`src/rtl/vga_line_fetch_sched.sv`:
```
// Sprite-row fetch scheduler: pulls one sprite row per horizontal blank into the
// ping-pong line buffer, swaps banks at active-video start and steps the animation.
module vga_line_fetch_sched #(
   parameter int WORDS_PER_LINE = 5,
   parameter int ROWS_PER_FRAME = 30,
   parameter int SCALE_SHIFT    = 4,
   parameter int ANIM_FRAMES    = 6,
   parameter int FRAME_DIV      = 6,
   parameter int ADDR_W         = 10,
   parameter int DATA_W         = 32
) (
   input  logic              px_clk,
   input  logic              reset_n,
   input  logic              vsync,
   input  logic              activevideo,
   input  logic [9:0]        y_px,
   output logic              mem_req,
   output logic [ADDR_W-1:0] mem_addr,
   input  logic              mem_ack,
   input  logic [DATA_W-1:0] mem_rdata,
   output logic              lb_we,
   output logic [2:0]        lb_waddr,
   output logic              lb_wbank,
   output logic [DATA_W-1:0] lb_wdata,
   output logic              rd_bank,
   output logic [2:0]        anim_frame,
   output logic              underrun
);

   localparam int ROW_W = 10 - SCALE_SHIFT;
   localparam int DIV_W = $clog2(FRAME_DIV);

   typedef enum logic [1:0] {IDLE, FETCH, DONE} state_t;

   state_t            state, state_nx;
   logic              av_d, vs_d;
   logic              line_start, line_end, vs_fall, vs_rise;
   logic [9:0]        y_next;
   logic [ROW_W-1:0]  target_row, trig_row, row_r, loaded_row;
   logic              line_trig, trig, busy, fetch_go, last_ack;
   logic [2:0]        count;
   logic [DIV_W-1:0]  div;
   logic              pending;
   logic [ADDR_W-1:0] base, base_nx;

   assign line_end   = av_d & ~activevideo;
   assign line_start = ~av_d & activevideo;
   assign vs_fall    = vs_d & ~vsync;
   assign vs_rise    = ~vs_d & vsync;

   // The row displayed on the next line is the one to fetch during this blank.
   assign y_next     = y_px + 10'd1;
   assign target_row = y_next[9:SCALE_SHIFT];
   assign line_trig  = line_end && (y_px < 10'd479) && (target_row != loaded_row);
   assign trig       = vs_rise || line_trig;
   assign trig_row   = vs_rise ? '0 : target_row;
   assign busy       = (state != IDLE);
   assign fetch_go   = trig && !busy;
   assign last_ack   = (state == FETCH) && mem_ack && (count == 3'(WORDS_PER_LINE - 1));
   assign base_nx    = (ADDR_W'(anim_frame) * ADDR_W'(ROWS_PER_FRAME) + ADDR_W'(trig_row))
                       * ADDR_W'(WORDS_PER_LINE);

   always_ff @(posedge px_clk or negedge reset_n) begin
      if (!reset_n) state <= IDLE;
      else          state <= state_nx;
   end

   always_comb begin
      state_nx = state;
      case (state)
         IDLE:    if (fetch_go) state_nx = FETCH;
         FETCH:   if (last_ack) state_nx = DONE;
         DONE:    state_nx = IDLE;
         default: state_nx = IDLE;
      endcase
   end

   // mem_req/mem_ack: mem_req is a valid that holds mem_addr stable until mem_ack
   // is seen high in the same cycle; each ack transfers one word with mem_rdata.
   always_comb begin
      mem_req  = (state == FETCH);
      mem_addr = '0;
      if (mem_req) mem_addr = base + ADDR_W'(count);
   end

   // vs_d resets high (vsync idle level) so reset release never fakes a vs_rise.
   always_ff @(posedge px_clk or negedge reset_n) begin
      if (!reset_n) begin
         av_d       <= 1'b0;
         vs_d       <= 1'b1;
         loaded_row <= '1;
         row_r      <= '0;
         pending    <= 1'b0;
         count      <= '0;
         div        <= '0;
         base       <= '0;
         lb_we      <= 1'b0;
         lb_waddr   <= '0;
         lb_wbank   <= 1'b0;
         lb_wdata   <= '0;
         rd_bank    <= 1'b0;
         anim_frame <= '0;
         underrun   <= 1'b0;
      end else begin
         av_d     <= activevideo;
         vs_d     <= vsync;
         underrun <= (line_start || trig) && busy;
         lb_we    <= 1'b0;
         if (fetch_go) begin
            count    <= '0;
            base     <= base_nx;
            row_r    <= trig_row;
            lb_wbank <= ~rd_bank;
         end
         if ((state == FETCH) && mem_ack) begin
            lb_we    <= 1'b1;
            lb_waddr <= count;
            lb_wdata <= mem_rdata;
            count    <= count + 3'd1;
         end
         if (state == DONE) loaded_row <= row_r;
         // A row finishing on the line_start cycle is swapped in immediately.
         if (line_start && (pending || (state == DONE))) begin
            rd_bank <= lb_wbank;
            pending <= 1'b0;
         end else if (state == DONE) begin
            pending <= 1'b1;
         end
         if (vs_fall) begin
            if (div == DIV_W'(FRAME_DIV - 1)) begin
               div        <= '0;
               anim_frame <= (anim_frame == 3'(ANIM_FRAMES - 1)) ? 3'd0 : anim_frame + 3'd1;
            end else begin
               div <= div + DIV_W'(1);
            end
         end
      end
   end

endmodule

```
`config.mk`:
```
export PLATFORM = sky130hd
export DESIGN_NAME = vga_line_fetch_sched
export DESIGN_NICKNAME = d
export VERILOG_FILES = /design/src/rtl/vga_line_fetch_sched.sv
export SDC_FILE = /design/constraint.sdc
export NUM_CORES = 1
export LEC_CHECK = 0
export BUFFER_PORTS_ARGS = -buffer_cell sky130_fd_sc_hd__buf_2
export CELL_PAD_IN_SITES_DETAIL_PLACEMENT = 1
export CELL_PAD_IN_SITES_GLOBAL_PLACEMENT = 1
export CORE_MARGIN = 8
export CORE_UTILIZATION = 30
export CTS_BUF_LIST = sky130_fd_sc_hd__clkbuf_4
export DETAILED_ROUTE_END_ITERATION = 7
export PLACE_DENSITY = 0.74
export SLEW_MARGIN = 20
export SYNTH_ARGS = -nofsm -noshare
export SYNTH_HDL_FRONTEND = slang
export SYNTH_SLANG_ARGS = --single-unit
```
`constraint.sdc`:
```
create_clock -name px_clk -period 5.3 [get_ports px_clk]
set_clock_uncertainty 0.05 [all_clocks]
set_input_delay 0.795 -clock px_clk [delete_from_list [all_inputs] [get_ports px_clk]]
set_output_delay 0.795 -clock px_clk [all_outputs]
set_load 0.02 [all_outputs]
```
==> reports/metrics.cfg <==
[status]
status=completed

[clock_network]
clkSlewWorstSetupHoldPaths_ps=140
tritoncts=yes
cts-root-buf=clkbuf_4
cts_setup_buffers=0
cts-buffers-inserted=9
insertion_delay_ps=440
clockBufferDepth=2
htree_levels=3
cts.sink_count=74
hold_buffers=0

[timing]
maxSlewViolCount=0
rsz0062_at_grt=no
fin_crit_sh_pct=92.27
fin_crit_ps=4890
setup_viol_count_final=0
fin_ws_ps=409.9
timing.slew.headroom_pct=35.69
hold_viol_final=0
fmax_mhz=204.5
worst_pin_slew_ps=964.7
fin_setup_tns_ps=0

[die]
die_h_um=134.2
ioPinCount=100
core_sq_um=13770
std_cell_rows=43
start_util_pct=30.44
dieArea_sq_um=18020
die-width_um=134.2

[worst_setup_path]
r2r_start=anim_frame[1]
r2r_cells=18
end_kind=register
required_ps=5630
critPathArrivalTime_ps=5220
crit_path_max_fanout=5
r2r_slack_ps=410
start_kind=register
r2r_end=base[9]
critPathKind=reg -> reg

[layout]
diodes=0
fin_cells=728
layout_common_cells=127 x nand2_1, 98 x buf_2, 66 x dfrtp_1, 30 x ha_1, 23 x nor2_1
layout_commonest_cell=nand2_1
drive_gt1_share_pct=26.28
syn2layout_area_growth_pct=19.99
multiInputGateArea_sq_um=2192
seq_area_sq_um=1862
fillers=1672
nets=626

[global_routing]
grt_max_degree=75
first_global_vias=3965
antenna_found_initial=0
grt_util_all_layers_pct=13.57
grt_first_pass_wirelength_um=19750
grt.overflow.total=0

[placed_design]
gp_congestion=0.8787
place_ws_ps=69.24
hpwl_um=8715
io_buffer_count=99
dp_cells=711

[synthesis]
yosysWarnings=0
synth-seq-cells=74
yosysSeqAreaShare_pct=44.37
synth_nets=529
yosys.area_share.xor_xnor_pct=5.759
synth_cells=446
synthSimpleGateAreaFrac_pct=20.20
synthAdderAreaFrac_pct=11.82
netlist_top_cells_area=dfrtp_1 40%, nand2_1 11%, ha_1 9.0%
synth_compound_area_share_pct=10.06
synth_cell_type_count=53
synth-edff-count=0
syn_area_per_cell_sq_um=9.401
synthMuxAreaShare_pct=4.297
synth_top_family_by_area=simple AND/OR/NAND/NOR gates
synth_area_sq_um=4193
yosysTopAreaCellShare_pct=39.99
synth.largest_area_cell=dfrtp_1
async_reset_ff_share_pct=100.0
ys.flop_type=dfrtp_1

[routing]
drc_errors=0
ant_nets=0
drt-total-wl_um=11470
viasPerCell=4.739
initialDrtViolationCount=110
vias=3450
wire_per_inst_um=15.76
first_pass_iters=4

[power]
total_power_uw=3559
p_leak_uw=0.002648
cellPowerDensity_nw_per_um2=707.4
irDropWorstVdd_v=0.0003015

[min_path]
hold_path.startpoint=vsync
min_path_type=in -> reg
hold_path_depth=1
hold_end=vs_d

[flow_run]
maxCapViolCount=0

## power breakdown
part           internal, uW  leakage [uW]  total [uW]  switching (uW)
logic                   865       0.00165        2140            1270
clock network           191     0.0000901         412             220
registers               819      0.000904        1010             189
## layer usage
layer  wire length, um  vias to the layer above  track usage [%]  part of all wire (%)
met1              4994                     1659            15.82                    44
met2              5176                      103            21.45                    45
met5                 0                        -                0                     0
met4               263                        0            5.365                   2.3
met3              1035                       21            5.946                   9.0
li1                  -                     1667                -                     -
## critical path: stages (launching register included)
cell	delay [ps]
dfrtp_1	460
inv_1	150
fa_1	530
inv_1	80
ha_1	240
fa_1	430
xor2_1	240
inv_1	90
ha_1	320
a221oi_2	330
xnor2_1	200
ha_1	290
ha_1	340
a21oi_1	240
o21bai_1	100
a21oi_1	170
xor2_1	190
xnor3_1	220
o21ai_0	160
## metrics by stage
step	hold WS (ps)	area, sq um	util (%)
6_report	421.7	5031	36.53
4_1_cts	375.1	5012	36.39
5_1_grt	380.8	5031	36.53
3_5_place_dp	411.1	4852	35.23
2_1_floorplan	394.3	4193	-
3_3_place_gp	402.4	4852	35.23
## final cells by class
type / instances / share of cell area, %
multi-input cells: 337 / 43.57
inverters: 20 / 1.492
clock buffers: 9 / 1.343
clock inverters: 7 / 1.840
well taps: 180 / 4.476
flip-flops and latches: 74 / 37.01
repair buffers: 101 / 10.27
## logic make-up after synthesis
family / count (synthesis)
buffers and inverters: 35
XOR/XNOR: 26
AO/OA/AOI/OAI: 66
adder cells (fa/ha/maj): 36
multiplexers: 16
AND/OR/NAND/NOR: 193
flip-flops: 74
## Yosys cell counts, drive strengths merged (5+ instances only)
cell,instances
a21o,10
a21oi,17
buf,6
clkbuf,9
dfrtp,67
dfstp,7
fa,6
ha,30
inv,20
mux2,16
nand2,127
nand2b,6
nor2,23
nor2b,7
o21ai,20
or3,5
xnor2,13
xor2,12
## how the worst max path moves through the flow
| stage | from | to | slack (ps) |
|---|---|---|---|
| floorplan | anim_frame[0] | base[9] | 640 |
| global placement | y_px[1] | base[9] | 460 |
| detailed placement | y_px[1] | base[9] | 70 |
| CTS | anim_frame[0] | base[9] | 160 |
| global route | anim_frame[0] | base[9] | 30 |
| finish | anim_frame[1] | base[9] | 410 |
## sequential cells by signal, indices dropped and copies added, names as in the netlist, 2 cells and up
signal / count
lb_wdata: 32
base: 9
loaded_row: 6
row_r: 6
anim_frame: 3
count: 3
div: 3
lb_waddr: 3
state: 2
## what timing repair did
item,4_1_cts,5_1_grt
hold endpoints to repair,0,0
endpoints found under the setup margin,0,1
resized for setup,0,2
Power figures use the tool's default switching activity.
